File: src/rtl/hilo_muldiv_if.sv
// Bundles the issue-side signals of the HI/LO multiply/divide unit.
// With MULDIV_DIVZERO_EXC_EN defined, the interface also carries the divide-by-zero pulse.
interface hilo_muldiv_if #(
    parameter int WIDTH = 32
);
    logic             start;
    logic [1:0]       op;
    logic [WIDTH-1:0] srcA;
    logic [WIDTH-1:0] srcB;
    logic             cancel;
    logic             wHi;
    logic             wLo;
    logic [WIDTH-1:0] wData;
    logic             busy;
    logic             done;
    logic [WIDTH-1:0] hi;
    logic [WIDTH-1:0] lo;
`ifdef MULDIV_DIVZERO_EXC_EN
    logic             divZero;

    modport master (
        output start, op, srcA, srcB, cancel, wHi, wLo, wData,
        input  busy, done, hi, lo, divZero
    );
    modport slave (
        input  start, op, srcA, srcB, cancel, wHi, wLo, wData,
        output busy, done, hi, lo, divZero
    );
`else
    modport master (
        output start, op, srcA, srcB, cancel, wHi, wLo, wData,
        input  busy, done, hi, lo
    );
    modport slave (
        input  start, op, srcA, srcB, cancel, wHi, wLo, wData,
        output busy, done, hi, lo
    );
`endif
endinterface

File: src/rtl/hilo_muldiv.sv
// Multi-cycle MULT/MULTU/DIV/DIVU unit that owns the architectural HI/LO registers.
// Optional feature: MULDIV_DIVZERO_EXC_EN turns a zero divisor into a divZero pulse.
module hilo_muldiv #(
    parameter int WIDTH = 32
) (
    input  logic         clk,
    input  logic         rst,
    hilo_muldiv_if.slave bus
);
    localparam int CW = $clog2(WIDTH);

    typedef enum logic [1:0] {IDLE, MUL, DIV, DIVEND} state_t;

    state_t           state_q, state_d;
    logic [CW-1:0]    cnt_q, cnt_d;
    logic [WIDTH-1:0] a_q, a_d, b_q, b_d;
    logic [WIDTH-1:0] quo_q, quo_d, rem_q, rem_d, dvs_q, dvs_d;
    logic [WIDTH-1:0] hi_q, hi_d, lo_q, lo_d;
    logic             sgn_q, sgn_d, negQuo_q, negQuo_d, negRem_q, negRem_d;
    logic             done_q, done_d;
`ifdef MULDIV_DIVZERO_EXC_EN
    logic             divZero_q, divZero_d;
`endif

    logic [WIDTH-1:0]   absA, absB;
    logic [2*WIDTH-1:0] extA, extB, product;
    logic [WIDTH:0]     shifted, diff;

    // Division runs on magnitudes; signs are reapplied when the result is written.
    assign absA    = (~bus.op[0] && bus.srcA[WIDTH-1]) ? -bus.srcA : bus.srcA;
    assign absB    = (~bus.op[0] && bus.srcB[WIDTH-1]) ? -bus.srcB : bus.srcB;
    assign extA    = sgn_q ? {{WIDTH{a_q[WIDTH-1]}}, a_q} : {{WIDTH{1'b0}}, a_q};
    assign extB    = sgn_q ? {{WIDTH{b_q[WIDTH-1]}}, b_q} : {{WIDTH{1'b0}}, b_q};
    assign product = extA * extB;
    assign shifted = {rem_q, quo_q[WIDTH-1]};
    assign diff    = shifted - {1'b0, dvs_q};

    always_comb begin
        state_d  = state_q;
        cnt_d    = cnt_q;
        a_d      = a_q;
        b_d      = b_q;
        quo_d    = quo_q;
        rem_d    = rem_q;
        dvs_d    = dvs_q;
        sgn_d    = sgn_q;
        negQuo_d = negQuo_q;
        negRem_d = negRem_q;
        hi_d     = hi_q;
        lo_d     = lo_q;
        done_d   = 1'b0;
`ifdef MULDIV_DIVZERO_EXC_EN
        divZero_d = 1'b0;
`endif
        if (bus.wHi) hi_d = bus.wData;
        if (bus.wLo) lo_d = bus.wData;

        // A result write later in this block overrides MTHI/MTLO on the same edge.
        case (state_q)
            IDLE: begin
                if (bus.start && !bus.cancel) begin
                    state_d  = bus.op[1] ? DIV : MUL;
                    cnt_d    = '0;
                    a_d      = bus.srcA;
                    b_d      = bus.srcB;
                    sgn_d    = ~bus.op[0];
                    quo_d    = absA;
                    rem_d    = '0;
                    dvs_d    = absB;
                    negQuo_d = ~bus.op[0] & (bus.srcA[WIDTH-1] ^ bus.srcB[WIDTH-1]);
                    negRem_d = ~bus.op[0] & bus.srcA[WIDTH-1];
                end
            end
            MUL: begin
                state_d = IDLE;
                if (!bus.cancel) begin
                    {hi_d, lo_d} = product;
                    done_d       = 1'b1;
                end
            end
            DIV: begin
                if (bus.cancel) begin
                    state_d = IDLE;
                    cnt_d   = '0;
                end else if (b_q == '0) begin
                    state_d = IDLE;
`ifdef MULDIV_DIVZERO_EXC_EN
                    divZero_d = 1'b1;
`else
                    hi_d   = a_q;
                    lo_d   = '1;
                    done_d = 1'b1;
`endif
                end else begin
                    if (!diff[WIDTH]) begin
                        rem_d = diff[WIDTH-1:0];
                        quo_d = {quo_q[WIDTH-2:0], 1'b1};
                    end else begin
                        rem_d = shifted[WIDTH-1:0];
                        quo_d = {quo_q[WIDTH-2:0], 1'b0};
                    end
                    if (cnt_q == CW'(WIDTH - 1)) begin
                        state_d = DIVEND;
                        cnt_d   = '0;
                    end else begin
                        cnt_d = cnt_q + CW'(1);
                    end
                end
            end
            DIVEND: begin
                state_d = IDLE;
                if (!bus.cancel) begin
                    lo_d   = negQuo_q ? -quo_q : quo_q;
                    hi_d   = negRem_q ? -rem_q : rem_q;
                    done_d = 1'b1;
                end
            end
            default: state_d = IDLE;
        endcase
    end

    always_ff @(posedge clk or posedge rst) begin
        if (rst) begin
            state_q  <= IDLE;
            cnt_q    <= '0;
            a_q      <= '0;
            b_q      <= '0;
            quo_q    <= '0;
            rem_q    <= '0;
            dvs_q    <= '0;
            sgn_q    <= 1'b0;
            negQuo_q <= 1'b0;
            negRem_q <= 1'b0;
            hi_q     <= '0;
            lo_q     <= '0;
            done_q   <= 1'b0;
`ifdef MULDIV_DIVZERO_EXC_EN
            divZero_q <= 1'b0;
`endif
        end else begin
            state_q  <= state_d;
            cnt_q    <= cnt_d;
            a_q      <= a_d;
            b_q      <= b_d;
            quo_q    <= quo_d;
            rem_q    <= rem_d;
            dvs_q    <= dvs_d;
            sgn_q    <= sgn_d;
            negQuo_q <= negQuo_d;
            negRem_q <= negRem_d;
            hi_q     <= hi_d;
            lo_q     <= lo_d;
            done_q   <= done_d;
`ifdef MULDIV_DIVZERO_EXC_EN
            divZero_q <= divZero_d;
`endif
        end
    end

    assign bus.busy = (state_q != IDLE);
    assign bus.done = done_q;
    assign bus.hi   = hi_q;
    assign bus.lo   = lo_q;
`ifdef MULDIV_DIVZERO_EXC_EN
    assign bus.divZero = divZero_q;
`endif
endmodule
File: src/flat_wrapper.sv
// flat-port wrapper written by rule: the top's interface ports become plain ports
module hilo_muldiv_flat 
#(
    parameter int WIDTH = 32
)
  (clk, rst, bus_start, bus_op, bus_srcA, bus_srcB, bus_cancel, bus_wHi, bus_wLo, bus_wData, bus_busy, bus_done, bus_hi, bus_lo);
  hilo_muldiv_if #(.WIDTH(WIDTH)) bus_i ();
  input  logic clk;
  input  logic rst;
  input wire logic [$bits(bus_i.start)-1:0] bus_start;
  input wire logic [$bits(bus_i.op)-1:0] bus_op;
  input wire logic [$bits(bus_i.srcA)-1:0] bus_srcA;
  input wire logic [$bits(bus_i.srcB)-1:0] bus_srcB;
  input wire logic [$bits(bus_i.cancel)-1:0] bus_cancel;
  input wire logic [$bits(bus_i.wHi)-1:0] bus_wHi;
  input wire logic [$bits(bus_i.wLo)-1:0] bus_wLo;
  input wire logic [$bits(bus_i.wData)-1:0] bus_wData;
  output wire logic [$bits(bus_i.busy)-1:0] bus_busy;
  output wire logic [$bits(bus_i.done)-1:0] bus_done;
  output wire logic [$bits(bus_i.hi)-1:0] bus_hi;
  output wire logic [$bits(bus_i.lo)-1:0] bus_lo;
  assign bus_i.start = bus_start;
  assign bus_i.op = bus_op;
  assign bus_i.srcA = bus_srcA;
  assign bus_i.srcB = bus_srcB;
  assign bus_i.cancel = bus_cancel;
  assign bus_i.wHi = bus_wHi;
  assign bus_i.wLo = bus_wLo;
  assign bus_i.wData = bus_wData;
  assign bus_busy = bus_i.busy;
  assign bus_done = bus_i.done;
  assign bus_hi = bus_i.hi;
  assign bus_lo = bus_i.lo;
  hilo_muldiv #(.WIDTH(WIDTH)) u_core (.clk(clk), .rst(rst), .bus(bus_i));
endmodule
File: config.mk
export PLATFORM = sky130hd
export DESIGN_NAME = hilo_muldiv_flat
export DESIGN_NICKNAME = d
export VERILOG_FILES = /design/src/rtl/hilo_muldiv_if.sv /design/src/rtl/hilo_muldiv.sv /design/src/flat_wrapper.sv
export SDC_FILE = /design/constraint.sdc
export NUM_CORES = 2
export LEC_CHECK = 0
export CAP_MARGIN = 30
export CORE_ASPECT_RATIO = 0.5
export CORE_MARGIN = 4
export CORE_UTILIZATION = 55
export CTS_CLUSTER_SIZE = 30
export DETAILED_ROUTE_END_ITERATION = 6
export GPL_TIMING_DRIVEN = 0
export PLACE_DENSITY = 0.73
export SLEW_MARGIN = 20
export SYNTH_ARGS = -nofsm -noshare
export SYNTH_HDL_FRONTEND = slang
export SYNTH_SLANG_ARGS = --single-unit
File: constraint.sdc
create_clock -name clk -period 12.34 [get_ports clk]
set_clock_uncertainty 0.05 [all_clocks]
set_input_delay 2.468 -clock clk [delete_from_list [all_inputs] [get_ports clk]]
set_output_delay 2.468 -clock clk [all_outputs]
set_load 0.005 [all_outputs]
==> results.yml <==
outcome:
  outcome: "completed"
final_layout:
  fillers: 10100
  area_growth_pct: 8.72
  final_cells: 8840
  drive_gt1_frac: 0.0285
  nets: 9122
setup_path:
  cpMostUsedCell: "fa_1"
  crit_path_max_incr_delay_ps: 1040
  cp_max_fo: 10
  cp.required_ps: 12770
  critPathCaptureType: "flop"
  crit_slowest_cell: "dfrtp_1"
  arrival_ps: 12610
  crit_type: "flop to flop"
  start_kind: "flop"
synth:
  syn_inst: 6995
  ys_seq_area_frac: 0.0926
  synthArstFlopShare: 1.00
  synth_commonest_cells: "1596 x inv_1, 1420 x fa_1, 906 x nand2_1"
  synth_top_area_share: 0.450
  yosys_warnings: 0
  syn_nets: 8865
  synth_top_family_by_area: "adder cells"
  synth_fa_ha_area_frac: 0.519
  synth_edf_count: 0
  yosysMostFrequentCell: "inv_1"
  syn_avg_cell_area_um2: 9.04
  synth_area_leaders: "fa_1 45%, inv_1 9.5%, dfrtp_1 9.3%"
  yosysTopAreaCell: "fa_1"
  synth_simple_gate_area_frac: 0.143
  ys_ff_latch: 234
  synth-compound-area-share: 0.0765
  synthXorXnorAreaFrac: 0.0366
  syn_area_um2: 63200
  synth_cell_types: 78
  yosys_most_used_dff: "dfrtp_1"
  synth.area.mux_share: 0.0148
routing:
  vias: 54100
  wl_per_cell_um: 30.7
  final_antenna_net_count: 0
  drc: 0
  detail_route.first_pass.iterations: 6
  wl_um: 271000
  drtIter0Drc: 7052
  via_per_inst: 6.12
timing:
  fin_crit_ps: 12180
  drv_slew: 0
  final_hold_viol_count: 0
  fmax_ghz: 0.0821
  rsz0062_at_grt: "false"
  setup_viol: 0
  relSlewSlack: 0.168
  worst_pin_slew_ps: 1250
  finalCritPeriodShare: 0.987
grt:
  antenna_found_initial: 58
  grtUsageTotal: 0.454
  grt_start_max_net_pins: 87
  grt-ovfl-total: 0
  grt_pass1_vias: 54800
  grt_pass1_wl_um: 386000
place:
  gp_congestion: 1.12
  dp.cells: 8722
  post-dp-hpwl_um: 226000
  numPortBuffers: 167
clock_network:
  ctsHoldBuffers: 0
  cts-root-buf: "clkbuf_16"
  cts_buffers: 28
  cts_max_level: 1
  cts.clk_slew.worst_paths_ps: 70
  clkLatencyLatePin_ps: 620
  cts_resized: 3
  cts_tree: "yes"
  cts_setup_buffers: 0
  cts_sinks: 234
  cts_max_path_buffers: 3
flow_run:
  drv_cap: 0
floorplanning:
  core_um2: 113000
  die_w_um: 487
  num_rows: 87
  start_util: 0.557
  chipHeight_um: 248
  io_pins: 170
  dieArea_um2: 121000
worst_hold_path:
  hp-class: "flop to flop"
==> critical path: cells and delay by family, from the launching register on <==
kind                       cells  cell delay, ps
AOI/OAI and AO/OA              7            1680
xor gates and xnor gates       1             480
adders and majority gates     11            5040
buffers and inverters          9            2240
DFF                            1            1040
and+or+nand+nor                4            1520
==> worst paths after layout <==
| path | startpoint | end | slack (ps) | cells past startpoint |
|---|---|---|---|---|
| max | u_core.a_q[6] | u_core.bus.hi[28] | 160 | 32 |
| min | u_core.dvs_q[19] | u_core.dvs_q[19] | 430 | 2 |
| max reg2reg | u_core.a_q[6] | u_core.bus.hi[28] | 160 | 32 |
| min reg2reg | u_core.dvs_q[19] | u_core.dvs_q[19] | 430 | 2 |
| max in group asynchronous | rst | u_core.bus.hi[25] | 9040 | 3 |
| min in group asynchronous | rst | u_core.dvs_q[7] | 2310 | 2 |
==> cells in the final DEF (no fill, tap or decap), types with 13 or more instances in the layout <==
master / netlist / routed
o21a_1: 14 / 14
nand3_1: 34 / 34
nor3_1: 31 / 31
inv_1: 1596 / 1594
o211ai_1: 24 / 24
mux2i_1: 70 / 70
clkbuf_2: 0 / 37
mux2_2: 21 / 21
nor4_1: 22 / 22
fa_1: 1420 / 1419
o21bai_1: 19 / 19
nor2_1: 167 / 166
a211oi_1: 28 / 28
and2_1: 584 / 583
nand2_1: 906 / 905
and3_1: 31 / 31
xnor2_1: 180 / 179
or4_1: 19 / 19
o22ai_1: 24 / 24
dfrtp_1: 234 / 233
buf_8: 0 / 17
clkdlybuf4s50_1: 0 / 167
nand2b_1: 17 / 17
nand4_1: 24 / 24
clkbuf_16: 0 / 28
o21ai_0: 231 / 230
o41ai_1: 15 / 15
a21oi_1: 223 / 223
buf_1: 27 / 27
o31ai_1: 38 / 37
diode_2: 0 / 55
xor2_1: 82 / 82
or3_1: 13 / 13
a21o_1: 63 / 63
a31oi_1: 18 / 18
ha_1: 346 / 346
buf_6: 1 / 37
clkbuf_1: 345 / 310
==> sequential cells by signal, summed over array words and instances (netlist names), 2 cells and up <==
signal / cells
u_core.bus.lo: 32
u_core.a_q: 32
u_core.cnt_q: 5
u_core.quo_q: 32
u_core.rem_q: 32
u_core.bus.hi: 32
u_core.b_q: 31
u_core.dvs_q: 32
u_core.state_q: 2
==> per-layer routing <==
layer  vias up  GRT usage  share of wire
li1      21500          -              -
met1     27100      0.567           0.36
met2      4430      0.617           0.39
met3      1048      0.250           0.18
met4        28      0.263          0.071
met5         -    0.00666        0.00069
==> area by class of cell <==
cell class	count	area, um2	share of cell area
clock buffers	36	791	0.0115
repair buffers	228	2450	0.0357
clock inverters	14	169	0.00246
inverters	1597	6000	0.0873
well taps	1513	1890	0.0275
flip-flops and latches	234	5860	0.0852
multi-input cells	4786	50000	0.727
diodes	55	138	0.00200
plain buffers	377	1480	0.0215
==> logic make-up (layout without fill, tap and decap cells) <==
kind of cell             count (synthesis)  count (layout)
AO/OA/AOI/OAI                          786             786
XOR/XNOR                               263             263
adder cells (fa/ha/maj)               1770            1770
buffers and inverters                 1975            2252
flip-flops                             234             234
multiplexers                            91              91
other                                    0              55
AND/OR/NAND/NOR                       1876            1876
==> per-stage QoR <==
| step | hold slack, ps | cell area, um2 | setup TNS [ps] | setup WS (ps) | util |
|---|---|---|---|---|---|
| after detailed placement | 420 | 67400 | -710 | -433 | 0.595 |
| after global placement | 414 | 66800 | -4610 | -489 | 0.589 |
| final | 428 | 68700 | 0 | 160 | 0.606 |
| after floorplan | 400 | 63200 | 0 | 3170 | - |
| after CTS | 434 | 68400 | 0 | 32.0 | 0.603 |
| after global routing | 450 | 68600 | 0 | 18.9 | 0.605 |
Power is left out: the tool's default activity adds up to more than one toggle a clock period on the data nets, which glitch-free logic cannot reach.
